===== src/rtl/mips_multicycle_ctrl.sv =====
// Multicycle MIPS control unit: Moore FSM, one state per clock, 3-5 cycles per instruction.
// FETCH and MEMRD stall while mem_ready is low (ignored when MEM_HANDSHAKE=0).
module mips_multicycle_ctrl #(
  parameter int MEM_HANDSHAKE = 1
) (
  input  logic       clk,
  input  logic       rst,
  input  logic [5:0] op,
  input  logic       zero,
  input  logic       mem_ready,
  output logic [3:0] state,
  output logic       iord,
  output logic       alu_src_a,
  output logic       reg_dst,
  output logic       mem_to_reg,
  output logic [1:0] alu_src_b,
  output logic [1:0] pc_src,
  output logic [1:0] alu_op,
  output logic       ir_write,
  output logic       mem_write,
  output logic       reg_write,
  output logic       pc_en
);

  typedef enum logic [3:0] {
    FETCH    = 4'd0,
    DECODE   = 4'd1,
    MEMADR   = 4'd2,
    MEMRD    = 4'd3,
    MEMWB    = 4'd4,
    MEMWR    = 4'd5,
    EXECUTE  = 4'd6,
    ALUWB    = 4'd7,
    BRANCH   = 4'd8,
    ADDIEXEC = 4'd9,
    ADDIWB   = 4'd10,
    JUMP     = 4'd11
  } state_t;

  localparam logic [5:0] OP_LW    = 6'b100011;
  localparam logic [5:0] OP_SW    = 6'b101011;
  localparam logic [5:0] OP_RTYPE = 6'b000000;
  localparam logic [5:0] OP_BEQ   = 6'b000100;
  localparam logic [5:0] OP_ADDI  = 6'b001000;
  localparam logic [5:0] OP_J     = 6'b000010;

  state_t cur_state;
  state_t nxt_state;
  logic   ready;

  assign ready = (MEM_HANDSHAKE != 0) ? mem_ready : 1'b1;
  assign state = cur_state;

  always_ff @(posedge clk or negedge rst) begin
    if (!rst) begin
      cur_state <= FETCH;
    end else begin
      cur_state <= nxt_state;
    end
  end

  always_comb begin
    nxt_state = FETCH;
    case (cur_state)
      FETCH:    nxt_state = ready ? DECODE : FETCH;
      DECODE: begin
        case (op)
          OP_LW, OP_SW: nxt_state = MEMADR;
          OP_RTYPE:     nxt_state = EXECUTE;
          OP_BEQ:       nxt_state = BRANCH;
          OP_ADDI:      nxt_state = ADDIEXEC;
          OP_J:         nxt_state = JUMP;
          default:      nxt_state = FETCH;
        endcase
      end
      // op is re-examined here; anything other than LW/SW abandons the access
      MEMADR: begin
        if (op == OP_LW) begin
          nxt_state = MEMRD;
        end else if (op == OP_SW) begin
          nxt_state = MEMWR;
        end else begin
          nxt_state = FETCH;
        end
      end
      MEMRD:    nxt_state = ready ? MEMWB : MEMRD;
      EXECUTE:  nxt_state = ALUWB;
      ADDIEXEC: nxt_state = ADDIWB;
      MEMWB, MEMWR, ALUWB, BRANCH, ADDIWB, JUMP: nxt_state = FETCH;
      default:  nxt_state = FETCH;
    endcase
  end

  always_comb begin
    iord       = 1'b0;
    alu_src_a  = 1'b0;
    reg_dst    = 1'b0;
    mem_to_reg = 1'b0;
    alu_src_b  = 2'b00;
    pc_src     = 2'b00;
    alu_op     = 2'b00;
    ir_write   = 1'b0;
    mem_write  = 1'b0;
    reg_write  = 1'b0;
    pc_en      = 1'b0;
    case (cur_state)
      FETCH: begin
        alu_src_b = 2'b01;
        ir_write  = ready;
        pc_en     = ready;
      end
      DECODE:   alu_src_b = 2'b11;
      MEMADR: begin
        alu_src_a = 1'b1;
        alu_src_b = 2'b10;
      end
      MEMRD:    iord = 1'b1;
      MEMWB: begin
        reg_write  = 1'b1;
        mem_to_reg = 1'b1;
      end
      MEMWR: begin
        iord      = 1'b1;
        mem_write = 1'b1;
      end
      EXECUTE: begin
        alu_src_a = 1'b1;
        alu_op    = 2'b10;
      end
      ALUWB: begin
        reg_dst   = 1'b1;
        reg_write = 1'b1;
      end
      BRANCH: begin
        alu_src_a = 1'b1;
        alu_op    = 2'b01;
        pc_src    = 2'b01;
        pc_en     = zero;
      end
      ADDIEXEC: begin
        alu_src_a = 1'b1;
        alu_src_b = 2'b10;
      end
      ADDIWB:   reg_write = 1'b1;
      JUMP: begin
        pc_src = 2'b10;
        pc_en  = 1'b1;
      end
      default: ;
    endcase
    // Reset forces the state to FETCH already; only the enables need masking
    if (!rst) begin
      ir_write  = 1'b0;
      mem_write = 1'b0;
      reg_write = 1'b0;
      pc_en     = 1'b0;
    end
  end

  a_single_write: assert property (@(posedge clk) disable iff (!rst) !(mem_write && reg_write));

endmodule


===== config.mk =====
export PLATFORM = sky130hd
export DESIGN_NAME = mips_multicycle_ctrl
export DESIGN_NICKNAME = d
export VERILOG_FILES = /design/src/rtl/mips_multicycle_ctrl.sv
export SDC_FILE = /design/constraint.sdc
export NUM_CORES = 1
export LEC_CHECK = 0
export ABC_AREA = 1
export BUFFER_PORTS_ARGS = -buffer_cell sky130_fd_sc_hd__buf_2
export CORE_AREA = 4 4 44 46
export DETAILED_ROUTE_END_ITERATION = 12
export DIE_AREA = 0 0 48 50
export SYNTH_ARGS = -nofsm -noshare
export SYNTH_HDL_FRONTEND = slang
export SYNTH_SLANG_ARGS = --single-unit

===== constraint.sdc =====
create_clock -name clk -period 1.58 [get_ports clk]
set_clock_uncertainty 0.15 [all_clocks]
set_input_delay 0.158 -clock clk [delete_from_list [all_inputs] [get_ports clk]]
set_output_delay 0.158 -clock clk [all_outputs]
set_load 0.05 [all_outputs]

==> results of run 1 <==
-- routing by layer --
| layer | vias to the layer above | wire length [µm] |
|---|---|---|
| met3 | 0 | 94 |
| met5 | - | 0 |
| met1 | 295 | 555 |
| met4 | 0 | 0 |
| li1 | 369 | - |
| met2 | 18 | 826 |
-- final cells by class --
class,count,area (µm²)
multi-input combinational,70,397
timing repair buffer,38,323
tap,16,20.0
clock buffer,3,22.5
sequential,4,108
fill,137,541
inverter,21,96.3
-- critical path: cells and delay by family, from the launching register on --
family                 cells  cell delay [ps]
flip-flops                 1              500
buffers and inverters      2              230
AND/OR/NAND/NOR            4              430
-- placed cells by master, fill, tap and decap left out --
master | synthesis | routed
nand2_4 | 0 | 2
nor2_4 | 2 | 6
buf_2 | 0 | 13
inv_1 | 19 | 13
inv_8 | 0 | 1
nand3b_1 | 1 | 1
dfrtp_2 | 0 | 3
buf_8 | 0 | 5
nand4_1 | 2 | 2
buf_6 | 0 | 8
nand3_1 | 12 | 11
clkinvlp_4 | 0 | 2
inv_2 | 2 | 4
buf_4 | 0 | 10
nand2_2 | 3 | 10
inv_4 | 0 | 1
clkbuf_4 | 0 | 4
o21ai_2 | 0 | 1
a21oi_2 | 0 | 1
nand2_1 | 29 | 20
dfrtp_4 | 0 | 1
dlygate4sd3_1 | 0 | 1
nor2_2 | 4 | 4
nor2_1 | 15 | 11
nand3_2 | 0 | 1
-- metrics by stage --
step / setup slack, ps / cell area [µm²]
2_1_floorplan: -78.5 / 557
5_1_grt: -182 / 966
4_1_cts: -137 / 877
3_5_place_dp: -23.2 / 757
6_report: -133 / 966
3_3_place_gp: -13.5 / 757
-- timing repair --
item / 4_1_cts / 5_1_grt
endpoints found under the setup margin: 11 / 13
setup buffers: 1 / 3
endpoints found under the hold margin: 4 / 0
resized for setup: 26 / 24
hold buffers: 1 / 0
pin swaps: 1 / 5
-- kinds of logic after synthesis --
| logic type | count (synthesis) | share of synthesized area |
|---|---|---|
| simple gates | 68 | 0.622 |
| compound gates | 2 | 0.0200 |
| flops | 4 | 0.200 |
| buf+inv | 21 | 0.158 |
-- report_power, final --
part | switching (mW) | total (mW) | internal, mW
Clock | 0.0380 | 0.123 | 0.0847
Sequential | 0.0117 | 0.122 | 0.110
Combinational | 0.159 | 0.256 | 0.0964
Total | 0.209 | 0.500 | 0.291
-- final timing paths --
kind | start | to | slack, ps | cells past startpoint
worst max-delay path | state[1] | ir_write | -130 | 6
worst min-delay path | op[3] | state[3] | 80 | 4
worst max register to register | state[1] | state[0] | 50 | 9
worst min register to register | state[0] | state[2] | 600 | 5
max in group asynchronous | rst | state[1] | 840 | 2
min in group asynchronous | rst | state[1] | 250 | 2
==> out/qor.txt, run 1 <==
met2 usage: 0.240
pwr dens: 518 mW/mm²
Synth area leaders: nand2_1, dfrtp_1, inv_1, nand3_1, nor2_1
min cycle time layout: 1710 ps
Nets: 148
non-filler instance count after layout: 152
slowest stage cell, crit path: dfrtp_4
Initial Util: 0.332
crit-path cells: nor2_4 -> nand2_1 -> nor2_2 -> nand2_2 -> clkinvlp_4 -> buf_8
Relative slew margins: 0.805
GPL Wtd Cong: 0.806
initial antenna violation count: 0
CTS tree: done
Slew Limit Fails: 0
Synth Instances: 95
Post-synth EDFFs: 0
met1 GRT Util: 0.145
synthesized flop and latch total: 4
Max-Cap Viols: 0
1st-pass router iterations: 4
Top Usage Layer GRT: met2
Die Span Y: 50 µm
root buffer cell: clkbuf_4
status: finished, violations left
# DRC: 0
layout cells sized above 1: 0.566
final setup fails: 7
layout overhead on the synthesized area: 93.0%
cell taking the most area after synthesis: nand2_1
WL/cell: 9.72 µm
Sum Neg Setup Slack: -553 ps
CP max FO: 4
vias in the first global route: 615
CTS Buf Count: 3
Hold Path Class: in2reg
ant diodes: 0
critical path required time: 1270 ps
DR vias/cell: 4.49
Remaining Overflow, GRT: 0
f_max: 584 MHz
Antenna Nets Post-Route: 0
startpoint types: flop
fin crit share: 1.08
Mapped Avg Cell Area: 5.27 µm²
final core utilization: 0.641
Die ar.: 0.00240 mm²
max reg flops: 4
initial detailed-routing violation count: 6
Worst-Margin Slew: 292 ps
Overall Global Routing Usage: 0.137
ys async rst share: 1.00
Top FF cell, synth: dfrtp_1
Commonest cells post-synth: nand2_1, inv_1, nor2_1, nand3_1
Std-Cell Rows: 14
Hold Fails Final Rpt: 0
largest net degree at the start of global routing: 6
Hold WS: 84.4 ps
most frequent cell after synthesis: nand2_1
area share of the largest cell type after synthesis: 0.218
CTS HTree Levels: 1
chip width: 48 µm
Distinct cells, synth: 13
detailed-route via count: 682
placed insts: 144
Mapped Area: 500 µm²
Critical Path End Type: output port
Clock transition at path regs: 40 ps
register area share after synthesis: 0.200
Clock Sinks: 4
Port Buffer Count: 27
Power Total: 0.500 mW
drt total wl: 1.48 mm
Lkg Pwr: 0.575 nW
Worst-Skew Late Latency: 230 ps
Ports: 28
CP Class: reg2out
Clock Path Buffers: 2
global-route wire length before repair: 2.39 mm
dpl hpwl: 1.18 mm
CP max stage delay: 500 ps
Peak supply drop: 0.000299 V
Worst EP arrival: 1410 ps
Syn Nets: 105
Yosys warning count: 0
met3 capacity usage during global routing: 0.0400
Core Region: 0.00151 mm²
setup ws final: -133 ps
failing checks: setup timing
RSZ-0062 raised after global routing: true
Power figures use the tool's default switching activity.
==> run 2: changes to the inputs <==
==> constraint.sdc (replaced) <==
create_clock -name clk -period 1.58 [get_ports clk]
set_clock_uncertainty 0.15 [all_clocks]
set_input_delay 0.079 -clock clk [delete_from_list [all_inputs] [get_ports clk]]
set_output_delay 0.079 -clock clk [all_outputs]
set_load 0.05 [all_outputs]
==> out/qor.txt, run 2 (same netlist as run 1, synthesis figures left out) <==
CTS HTree Levels: 1
RR Startpoint: state[1]
Clock Path Buffers: 2
Clock Sinks: 4
detailed-route via count: 684
Worst-Margin Slew: 263 ps
most frequent cells in the layout: nand2_1, buf_2, inv_1
failing checks: setup timing
drt total wl: 1.59 mm
setup ws final: -15.5 ps
dpl hpwl: 1.16 mm
1st-pass router iterations: 4
CTS Buf Count: 3
initial antenna violation count: 0
WL/cell: 10.6 µm
critical path required time: 1350 ps
status: finished, violations left
Ports: 28
reg2reg end: state[0]
layout cells sized above 1: 0.511
CP Class: reg2out
Overall Global Routing Usage: 0.146
Max-Cap Viols: 0
max reg flops: 4
Core Region: 0.00151 mm²
Worst-Skew Late Latency: 250 ps
Std-Cell Rows: 14
Initial Util: 0.332
Setup WS pre-CTS: 68.2 ps
pwr dens: 553 mW/mm²
f_max: 627 MHz
Worst Setup SP: state[3]
Peak supply drop: 0.000312 V
Hold Path Class: in2reg
Critical Path End Type: output port
Nets: 145
Hold Fails Final Rpt: 0
flop2flop setup slack: 260 ps
vias in the first global route: 618
GPL Wtd Cong: 0.817
Port Buffer Count: 27
Slew Limit Fails: 0
Die Span Y: 50 µm
chip width: 48 µm
Die ar.: 0.00240 mm²
Clock transition at path regs: 30 ps
ant diodes: 0
min cycle time layout: 1600 ps
fillers: 150
startpoint types: flop
Critical Path Sink: reg_write
Antenna Nets Post-Route: 0
fin crit share: 1.01
CTS tree: done
largest net degree at the start of global routing: 7
layout overhead on the synthesized area: 78.5%
initial detailed-routing violation count: 4
Hold WS: 13.4 ps
Remaining Overflow, GRT: 0
root buffer cell: clkbuf_4
R2R cell count: 7
most common cell after layout, fill and taps aside: nand2_1
Worst EP arrival: 1370 ps
CP max FO: 4
Relative slew margins: 0.824
global-route wire length before repair: 2.45 mm
# DRC: 0
Lkg Pwr: 0.566 nW
final setup fails: 4
RSZ-0062 raised after global routing: true
DR vias/cell: 4.59
-- run 2: changes by cell type in the layout (fill, tap and decap cells not counted), moves of 2 or more --
cell	delta
buf_2	+3
buf_4	-7
buf_8	-3
clkbuf_4	+2
dlygate4sd3_1	+2
inv_1	+2
-- run 2: repair_timing --
action	CTS	global route
hold buffers	3	0
setup endpoints to repair	7	11
setup buffers	0	2
resized for setup	16	25
gates cloned	0	0
hold endpoints to repair	6	0
pin swaps	0	2
-- run 2: layer usage --
| layer | share of wire | up-vias | global-route usage |
|---|---|---|---|
| met5 | 0 | - | 0 |
| met3 | 0.059 | 3 | 0.0327 |
| met4 | 0.018 | 0 | 0.0942 |
| li1 | - | 366 | - |
| met2 | 0.56 | 22 | 0.236 |
| met1 | 0.36 | 293 | 0.161 |
-- run 2: power by group --
part	internal, mW	total, mW	switching (mW)
clock	0.0854	0.134	0.0483
combinational	0.0845	0.244	0.160
sequential	0.110	0.116	0.00672
-- run 2: worst max-delay path: stages, from the launching register on --
cell and delay (ps):
dfrtp_2 380, inv_2 60, nor2_4 180, buf_4 130, nand2_1 60, nand3_2 60, nand2_1 50, inv_1 60
buf_6 150
-- run 2: area by class of cell --
cell class | instances | area, µm² | share of cell area
multi-input cells | 70 | 385 | 0.431
repair buffers | 35 | 275 | 0.308
flip-flops and latches | 4 | 105 | 0.118
inverters | 21 | 85.1 | 0.0952
clock buffers | 3 | 22.5 | 0.0252
well taps | 16 | 20.0 | 0.0224
-- run 2: worst min path at each step --
stage               cells after the start        to  slack (ps)  startpoint
finish                                  4  state[2]          10       op[2]
global route                            4  state[2]          50       op[2]
CTS                                     4  state[2]          10       op[2]
detailed placement                      1  state[3]        -230         rst
global placement                        1  state[3]        -230         rst
floorplan                               0  state[0]        -370         rst
-- run 2: metrics by stage --
step | TNS, ps | cells | area [µm²] | utilization | total power, mW
5_1_grt | -518 | 149 | 893 | 0.593 | 0.530
2_1_floorplan | 0 | 95 | 528 | - | 0.256
4_1_cts | -94.4 | 147 | 802 | 0.532 | 0.474
3_3_place_gp | 0 | 141 | 706 | 0.468 | 0.310
6_report | -38.6 | 149 | 893 | 0.593 | 0.494
3_5_place_dp | 0 | 141 | 706 | 0.468 | 0.312
